[src/rtl/alu_ctrl_8bit_if.sv]
// Command, response and external-ALU signal bundle for alu_ctrl_8bit.
// master = command issuer / response consumer / ALU; slave = the controller.
interface alu_ctrl_8bit_if;
    localparam int unsigned DW  = 8;
    localparam int unsigned OPW = 4;
    localparam int unsigned RW  = 2;
    localparam int unsigned FW  = 5;
    localparam int unsigned CW  = 16;

    logic           cmd_valid;
    logic           cmd_ready;
    logic [OPW-1:0] cmd_op;
    logic [RW-1:0]  cmd_rd;
    logic [RW-1:0]  cmd_rs;
    logic [RW-1:0]  cmd_rt;
    logic           cmd_imm_en;
    logic [DW-1:0]  cmd_imm;
    logic           cmd_wb;

    logic [DW-1:0]  alu_a;
    logic [DW-1:0]  alu_b;
    logic [OPW-1:0] alu_sel;
    logic [DW-1:0]  alu_y;
    logic           alu_carry;
    logic           alu_borrow;
    logic           alu_overflow;
    logic           alu_zero;
    logic           alu_negative;

    logic           rsp_valid;
    logic           rsp_ready;
    logic [DW-1:0]  rsp_data;
    logic [FW-1:0]  rsp_flags;
    logic [CW-1:0]  cmd_count;

    modport master (
        output cmd_valid, cmd_op, cmd_rd, cmd_rs, cmd_rt, cmd_imm_en, cmd_imm, cmd_wb,
        output alu_y, alu_carry, alu_borrow, alu_overflow, alu_zero, alu_negative,
        output rsp_ready,
        input  cmd_ready, alu_a, alu_b, alu_sel, rsp_valid, rsp_data, rsp_flags, cmd_count
    );

    modport slave (
        input  cmd_valid, cmd_op, cmd_rd, cmd_rs, cmd_rt, cmd_imm_en, cmd_imm, cmd_wb,
        input  alu_y, alu_carry, alu_borrow, alu_overflow, alu_zero, alu_negative,
        input  rsp_ready,
        output cmd_ready, alu_a, alu_b, alu_sel, rsp_valid, rsp_data, rsp_flags, cmd_count
    );
endinterface

[src/rtl/alu_ctrl_8bit.sv]
// Sequencer for an external combinational 8-bit ALU: 4-entry register file,
// operand fetch at accept, one execute cycle, then a held response.
module alu_ctrl_8bit (
    input  logic           clk,
    input  logic           rst,
    alu_ctrl_8bit_if.slave bus
);
    localparam int unsigned DW   = 8;
    localparam int unsigned OPW  = 4;
    localparam int unsigned RW   = 2;
    localparam int unsigned CW   = 16;
    localparam int unsigned NREG = 4;
    localparam logic [OPW-1:0] OP_CMP = 4'hF;

    typedef enum logic [1:0] {IDLE, EXEC, RESP} state_t;

    state_t         state;
    state_t         state_n;
    logic           accept;
    logic           capture;
    logic           done;
    logic           wr_en;
    logic [RW-1:0]  rd_q;
    logic           wb_q;
    logic [DW-1:0]  regs [NREG];

    // Next-state and per-state strobes
    always_comb begin
        state_n = state;
        accept  = 1'b0;
        capture = 1'b0;
        done    = 1'b0;
        case (state)
            IDLE: begin
                if (bus.cmd_valid && bus.cmd_ready) begin
                    accept  = 1'b1;
                    state_n = EXEC;
                end
            end
            EXEC: begin
                capture = 1'b1;
                state_n = RESP;
            end
            RESP: begin
                if (bus.rsp_ready) begin
                    done    = 1'b1;
                    state_n = IDLE;
                end
            end
            default: state_n = IDLE;
        endcase
    end

    // CMP never writes back; r0 is hardwired to zero by never being written
    assign wr_en = capture && wb_q && (bus.alu_sel != OP_CMP) && (rd_q != RW'(0));

    always_ff @(posedge clk) begin
        if (rst) begin
            state         <= IDLE;
            bus.cmd_ready <= 1'b1;
            bus.rsp_valid <= 1'b0;
            bus.rsp_data  <= '0;
            bus.rsp_flags <= '0;
            bus.cmd_count <= '0;
            bus.alu_a     <= '0;
            bus.alu_b     <= '0;
            bus.alu_sel   <= '0;
            rd_q          <= '0;
            wb_q          <= 1'b0;
            regs          <= '{default: '0};
        end else begin
            state         <= state_n;
            bus.cmd_ready <= (state_n == IDLE);
            bus.rsp_valid <= (state_n == RESP);
            if (accept) begin
                bus.alu_a   <= regs[bus.cmd_rs];
                bus.alu_b   <= bus.cmd_imm_en ? bus.cmd_imm : regs[bus.cmd_rt];
                bus.alu_sel <= bus.cmd_op;
                rd_q        <= bus.cmd_rd;
                wb_q        <= bus.cmd_wb;
            end
            if (capture) begin
                bus.rsp_data  <= bus.alu_y;
                bus.rsp_flags <= {bus.alu_negative, bus.alu_zero, bus.alu_overflow,
                                  bus.alu_borrow, bus.alu_carry};
            end
            if (wr_en) begin
                regs[rd_q] <= bus.alu_y;
            end
            if (done) begin
                bus.cmd_count <= bus.cmd_count + CW'(1);
            end
        end
    end
endmodule

[src/flat_wrapper.sv]
// flat-port wrapper written by rule: the top's interface ports become plain ports
module alu_ctrl_8bit_flat 
  (clk, rst, bus_cmd_valid, bus_cmd_op, bus_cmd_rd, bus_cmd_rs, bus_cmd_rt, bus_cmd_imm_en, bus_cmd_imm, bus_cmd_wb, bus_alu_y, bus_alu_carry, bus_alu_borrow, bus_alu_overflow, bus_alu_zero, bus_alu_negative, bus_rsp_ready, bus_cmd_ready, bus_alu_a, bus_alu_b, bus_alu_sel, bus_rsp_valid, bus_rsp_data, bus_rsp_flags, bus_cmd_count);
  alu_ctrl_8bit_if bus_i ();
  input  logic clk;
  input  logic rst;
  input wire logic [$bits(bus_i.cmd_valid)-1:0] bus_cmd_valid;
  input wire logic [$bits(bus_i.cmd_op)-1:0] bus_cmd_op;
  input wire logic [$bits(bus_i.cmd_rd)-1:0] bus_cmd_rd;
  input wire logic [$bits(bus_i.cmd_rs)-1:0] bus_cmd_rs;
  input wire logic [$bits(bus_i.cmd_rt)-1:0] bus_cmd_rt;
  input wire logic [$bits(bus_i.cmd_imm_en)-1:0] bus_cmd_imm_en;
  input wire logic [$bits(bus_i.cmd_imm)-1:0] bus_cmd_imm;
  input wire logic [$bits(bus_i.cmd_wb)-1:0] bus_cmd_wb;
  input wire logic [$bits(bus_i.alu_y)-1:0] bus_alu_y;
  input wire logic [$bits(bus_i.alu_carry)-1:0] bus_alu_carry;
  input wire logic [$bits(bus_i.alu_borrow)-1:0] bus_alu_borrow;
  input wire logic [$bits(bus_i.alu_overflow)-1:0] bus_alu_overflow;
  input wire logic [$bits(bus_i.alu_zero)-1:0] bus_alu_zero;
  input wire logic [$bits(bus_i.alu_negative)-1:0] bus_alu_negative;
  input wire logic [$bits(bus_i.rsp_ready)-1:0] bus_rsp_ready;
  output wire logic [$bits(bus_i.cmd_ready)-1:0] bus_cmd_ready;
  output wire logic [$bits(bus_i.alu_a)-1:0] bus_alu_a;
  output wire logic [$bits(bus_i.alu_b)-1:0] bus_alu_b;
  output wire logic [$bits(bus_i.alu_sel)-1:0] bus_alu_sel;
  output wire logic [$bits(bus_i.rsp_valid)-1:0] bus_rsp_valid;
  output wire logic [$bits(bus_i.rsp_data)-1:0] bus_rsp_data;
  output wire logic [$bits(bus_i.rsp_flags)-1:0] bus_rsp_flags;
  output wire logic [$bits(bus_i.cmd_count)-1:0] bus_cmd_count;
  assign bus_i.cmd_valid = bus_cmd_valid;
  assign bus_i.cmd_op = bus_cmd_op;
  assign bus_i.cmd_rd = bus_cmd_rd;
  assign bus_i.cmd_rs = bus_cmd_rs;
  assign bus_i.cmd_rt = bus_cmd_rt;
  assign bus_i.cmd_imm_en = bus_cmd_imm_en;
  assign bus_i.cmd_imm = bus_cmd_imm;
  assign bus_i.cmd_wb = bus_cmd_wb;
  assign bus_i.alu_y = bus_alu_y;
  assign bus_i.alu_carry = bus_alu_carry;
  assign bus_i.alu_borrow = bus_alu_borrow;
  assign bus_i.alu_overflow = bus_alu_overflow;
  assign bus_i.alu_zero = bus_alu_zero;
  assign bus_i.alu_negative = bus_alu_negative;
  assign bus_i.rsp_ready = bus_rsp_ready;
  assign bus_cmd_ready = bus_i.cmd_ready;
  assign bus_alu_a = bus_i.alu_a;
  assign bus_alu_b = bus_i.alu_b;
  assign bus_alu_sel = bus_i.alu_sel;
  assign bus_rsp_valid = bus_i.rsp_valid;
  assign bus_rsp_data = bus_i.rsp_data;
  assign bus_rsp_flags = bus_i.rsp_flags;
  assign bus_cmd_count = bus_i.cmd_count;
  alu_ctrl_8bit u_core (.clk(clk), .rst(rst), .bus(bus_i));
endmodule
[config.mk]
export PLATFORM = sky130hd
export DESIGN_NAME = alu_ctrl_8bit_flat
export DESIGN_NICKNAME = d
export VERILOG_FILES = /design/src/rtl/alu_ctrl_8bit_if.sv /design/src/rtl/alu_ctrl_8bit.sv /design/src/flat_wrapper.sv
export SDC_FILE = /design/constraint.sdc
export NUM_CORES = 1
export LEC_CHECK = 0
export ABC_AREA = 1
export CORE_MARGIN = 5
export CORE_UTILIZATION = 40
export CTS_CLUSTER_DIAMETER = 120
export DETAILED_ROUTE_END_ITERATION = 7
export PLACE_DENSITY = 0.65
export SETUP_SLACK_MARGIN = 0.1
export SLEW_MARGIN = 20
export SYNTH_ARGS = -nofsm -noshare
export SYNTH_HDL_FRONTEND = slang
export SYNTH_SLANG_ARGS = --single-unit
[constraint.sdc]
create_clock -name clk -period 1.3 [get_ports clk]
set_clock_uncertainty 0.05 [all_clocks]
set_input_delay 0.195 -clock clk [delete_from_list [all_inputs] [get_ports clk]]
set_output_delay 0.195 -clock clk [all_outputs]
set_load 0.01 [all_outputs]
Yosys cells after proc, flatten, opt, wreduce, memory -nomap -nowiden
Cells that the tools add are included.
{"block": "classes", "bitwise": 3, "order_cmp": 4, "n_addsub": 1, "reduce_logical": 8, "muxes": 18, "n_eq_ne": 4}
{"op": "$mux 8", "count": 6}
{"op": "$bmux 8 s2", "count": 2}
{"op": "$bwmux 32", "count": 1}
{"op": "$add 16x1->16 const B", "count": 1}
{"op": "$demux 8 s2", "count": 1}
{"op": "$ge 3x3->1 const B", "count": 3}
{"op": "$not 2->3", "count": 3}
{"op": "$pmux 2 s3", "count": 1}
{"op": "$logic_and 1x1->1", "count": 5}
{"op": "$mux 1", "count": 5}
{"op": "$eq 2x2->1 const B", "count": 2}
{"op": "$logic_not 2->1", "count": 2}
{"op": "$mux 2", "count": 2}
{"op": "$ne 4x4->1 const B", "count": 1}
{"op": "$lt 3x1->1 const B", "count": 1}
{"op": "$eq 2x1->1 const B", "count": 1}
{"op": "$reduce_bool 2->1", "count": 1}
{"block": "word_totals", "word_cells": 53, "reg_bits": 88, "in_bits": 37, "output_inout_bits": 51}

Longest topological paths before layout
{"block": "depth", "depth_word": 6, "mapped_depth": 8, "ltp_nobuf": 8}

Least setup slack after synthesis
No wires, ideal clock.
{"block": "synth_timing", "path_type": "register to register", "startpoint": "register u_core.bus.cmd_count[0]", "endpoint": "register u_core.bus.cmd_count[14]", "synth_period_minus_slack_ps": 1340, "setup_ps": 116, "t_arrival_ps": 1174, "n_path_buf": 0, "setup_slack_ps": -40, "t_required_ps": 1134, "stages_incl_launch_ff": 7, "path_cell_list": "dfxtp_1 ha_1 nand3_1 nor2_4 nand4_1 o21ai_0 nor2_1"}
{"block": "synth_via", "elab_chain_cells": 1}
{"item": "from (decl)", "line": "alu_ctrl_8bit_if.sv:47", "rtl": "output cmd_ready, alu_a, alu_b, alu_sel, rsp_valid, rsp_data, rsp_flags, cmd_count"}
{"item": "from (signal assigned)", "line": "alu_ctrl_8bit.sv:91", "rtl": "bus.cmd_count <= bus.cmd_count + CW'(1);"}
{"item": "$add 16x1->16", "line": "alu_ctrl_8bit.sv:91"}
Every way passes these cells.
A chain may end at the register's enable or synchronous reset.

Worst setup path in the final report
{"block": "layout_timing", "startpoint": "register u_core.state[0]", "endpoint": "register u_core.bus.alu_a[5]"}
{"block": "layout_via", "elab_chain_cells": 2}
{"item": "from (decl)", "line": "alu_ctrl_8bit.sv:17", "rtl": "state_t state;"}
{"item": "from (signal assigned)", "line": "alu_ctrl_8bit.sv:72", "rtl": "state <= state_n;"}
{"item": "$logic_not 2->1", "line": "alu_ctrl_8bit.sv:33", "rtl": "case (state)"}
{"item": "$mux 1", "line": "alu_ctrl_8bit.sv:33"}
{"item": "to (signal assigned)", "line": "alu_ctrl_8bit.sv:76", "rtl": "bus.alu_a <= regs[bus.cmd_rs];"}
{"item": "to (decl)", "line": "alu_ctrl_8bit_if.sv:47"}
Every way passes these cells.

==> metrics.json <==
{
  "outcome": {
    "run_status": "complete, but fails checks",
    "failed_checks": "negative setup slack"
  },
  "cells_and_area": {
    "post_route_cells_drive_above_1_share_pct": 34.5,
    "count_of_fill_cells_added_during_filler_insertion": 875,
    "most-common-layout-cells": "nor2_1, nand2_1, inv_1",
    "final_net_count": 720,
    "layout.cells.most_common": "nor2_1",
    "finalInstanceArea_mm2": 0.00593,
    "flow.area_growth_from_synthesis_pct": 50.9,
    "diodes": 0
  },
  "power": {
    "clkPwrFrac_pct": 30.8,
    "seq_power_share_pct": 49.4,
    "pwr-share-comb_pct": 19.7,
    "net_switching_component_of_the_power_mw": 1.68,
    "power.total_mw": 5.98,
    "vdd.ir_drop.worst_uv": 586,
    "power.share.switching_pct": 28.1,
    "internal-power_mw": 4.30,
    "power_density_mw_per_mm2": 1010,
    "leakage_dissipation_nw": 2.56
  },
  "global_route": {
    "grt_use_total_pct": 19.5,
    "grt_max_degree": 33,
    "grt_overflow": 0,
    "wire_length_of_the_first_global_routing_pass_um": 18100,
    "initial_antenna_violation_count": 0,
    "via_count_of_the_first_global_routing_pass": 3827
  },
  "place": {
    "dp_slack_ps": -305,
    "place_congestion": 0.906,
    "port_buffers": 87,
    "post_detail_place_hpwl_um": 7800,
    "placement.cell_area_mm2": 0.00512
  },
  "clock_network": {
    "cts.clk_slew.worst_paths_ps": 90,
    "count_of_hold_fix_buffers_inserted_at_cts": 0,
    "cts_num_sinks": 88,
    "htree_num_levels": 3,
    "cts_tree": "built",
    "clockRootBuffer": "clkbuf_8",
    "tritoncts.num_buffers": 9,
    "clk_path_buf_depth": 2,
    "insertion_delay_ps": 350
  },
  "worst_setup_path": {
    "critical_path_class": "reg -> reg",
    "cp_max_fo": 5,
    "crit_path_start_kind": "register",
    "cell_count_of_the_worst_reg_to_reg_path": 8,
    "critPathArrivalTime_ps": 1600,
    "worstReg2RegStart": "u_core.state[0]",
    "worstReg2RegEnd": "u_core.bus.alu_a[5]",
    "timing.reg2reg.setup_slack_ps": -100,
    "setup.worst_path.end_class": "register",
    "required_arrival_time_at_the_worst_endpoint_ps": 1500
  },
  "detailed_routing": {
    "final_wirelength_um": 12200,
    "dr.pass1.iters": 5,
    "vias_per_cell": 4.99,
    "drc_markers": 0,
    "detailroute.via_count": 4095,
    "antenna_violating_nets_remaining": 0,
    "initialDrtViolationCount": 254,
    "route.detailed.wl_per_inst_um": 14.9
  },
  "synthesis": {
    "proportion_of_netlist_area_held_by_the_largest_area_contributor_pct": 44.8,
    "compound_cell_area_share_of_the_yosys_netlist_pct": 17.7,
    "synthAdderAreaFrac_pct": 0.318,
    "synthDistinctLibCells": 31,
    "post_synth_main_area_contributors": "dfxtp_1, nor2_1, o21ai_0, nand2_1, a21oi_1",
    "post-synth-top-area-cell": "dfxtp_1",
    "post_synth_xor_area_fraction_pct": 0.446,
    "yosysSeqAreaShare_pct": 44.8,
    "syn_inst": 550,
    "syn_area_mm2": 0.00393,
    "ys_ff_latch": 88,
    "muxShareOfSynthArea_pct": 0,
    "syn-mean-instance-area_um2": 7.14,
    "post_synth_and_or_nand_nor_area_fraction_pct": 26.1,
    "postSynthNetCount": 588,
    "main_combinational_cell_family_by_area_after_synthesis": "simple AND/OR/NAND/NOR gates",
    "synthesis.yosys.warnings": 0
  },
  "floorplan": {
    "fp-row-count": 36,
    "die_h_um": 109,
    "placeableCoreArea_mm2": 0.00968,
    "chipWidth_um": 109,
    "ioPinCount": 88,
    "initial_utilization_pct": 40.6,
    "die-area_mm2": 0.0119
  },
  "hold_path": {
    "whs_path_cells": 3,
    "startpoint_of_the_most_critical_hold_path": "bus_cmd_op[1]",
    "min_path_type": "in -> reg",
    "hold_end": "u_core.bus.alu_sel[1]"
  },
  "sta": {
    "timing.slew.headroom_pct": 80.7,
    "worstMarginPinSlew_ps": 288,
    "finalSetupTns_ps": -1330,
    "timing.final.setup_violations": 39,
    "finalHoldViolCount": 0,
    "final_critical_path_setup_slack_ps": -101,
    "layout_worst_path_cycle_share_pct": 108,
    "upper_clock_frequency_limit_mhz": 714,
    "hold_slack_ps": 390,
    "final-max-slew-violation-count": 0,
    "period_needed_ps": 1400,
    "grt_setup_unrepaired": "yes"
  },
  "job": {
    "number_of_maximum_capacitance_constraint_violations": 0
  }
}
==> synthesized netlist by cell type, drive strengths merged <==
library cell    n
a21oi          52
and3            1
buf            18
clkbuf         10
clkinv          1
dfxtp          88
ha              1
inv            70
nand2          80
nand3          22
nand4           8
nor2          115
nor3            3
o211ai         16
o21a            1
o21ai          60
o21bai          1
or2             1
xnor2           1
xor2            1
==> cell families after synthesis <==
group / after synthesis
compound gates: 130
xor+xnor: 2
fa+ha+maj: 1
buf+inv: 99
flops: 88
simple gates: 230
==> how the worst max path moves through the flow <==
stage	start	to	slack [ps]	cells past startpoint
5_1_grt	u_core.state[0]	u_core.bus.alu_a[5]	-150	8
3_3_place_gp	bus_rsp_ready	u_core.bus.cmd_count[9]	-260	7
3_5_place_dp	bus_rsp_ready	u_core.bus.cmd_count[9]	-310	7
4_1_cts	u_core.state[1]	u_core.regs[0]	2	6
2_1_floorplan	u_core.bus.cmd_count[3]	u_core.bus.cmd_count[11]	100	7
6_report	u_core.state[0]	u_core.bus.alu_a[5]	-100	8
==> power groups by stage <==
stage	combinational [mW]	clock (mW)	sequential [mW]
global placement	0.970	0	2.98
finish	1.18	1.84	2.96
global route	1.27	2.02	2.97
CTS	0.991	1.89	2.94
detailed placement	0.983	0	2.98
floorplan	0.398	0	3.03
==> metal layers <==
layer	vias to the layer above	wire length, µm	track usage (%)	part of all wire, %
li1	2037	-	-	-
met1	1924	5450	25.9	45
met2	111	5880	30.9	48
met3	23	632	3.32	5.2
met4	0	282	8.48	2.3
met5	-	0	0	0
==> area by class of cell <==
| cell class | instances | area, µm² | share of cell area (%) |
|---|---|---|---|
| inverter | 71 | 275 | 4.64 |
| timing repair buffer | 145 | 1400 | 23.6 |
| clock buffer | 9 | 124 | 2.09 |
| multi-input combinational | 366 | 2070 | 34.9 |
| timing repair inverter | 1 | 5.00 | 0.0844 |
| sequential | 88 | 1830 | 30.8 |
| clock inverter | 7 | 62.6 | 1.06 |
| tap | 133 | 166 | 2.81 |
==> stage by stage <==
stage / util (%) / std cells
after floorplan: - / 550
after global placement: 52.9 / 769
after detailed placement: 52.9 / 769
after CTS: 57.7 / 800
after global routing: 61.2 / 820
final: 61.2 / 820
==> worst max-delay path, cell delays in order, from the launching register on <==
cell and delay (ps):
dfxtp_4 370, inv_4 60, nand4_1 150, inv_2 190
buf_6 120, buf_6 120, nand3_1 80, o211ai_1 100
inv_1 60
==> sequential cells by signal (all words and copies together) (netlist names), 2 cells and up <==
name / cells
u_core.bus.alu_a: 8
u_core.bus.cmd_count: 16
u_core.bus.rsp_data: 8
u_core.state: 2
u_core.bus.alu_b: 8
u_core.rd_q: 2
u_core.bus.rsp_flags: 5
u_core.regs: 32
u_core.bus.alu_sel: 4
==> what timing repair did <==
item,4_1_cts,5_1_grt
gates resized for setup,213,120
setup endpoints to repair,100,106
buffers inserted,13,15
cloned,2,5
pin swaps,19,27
endpoints found under the hold margin,0,0
No activity file was read; power rests on OpenSTA's default activity.
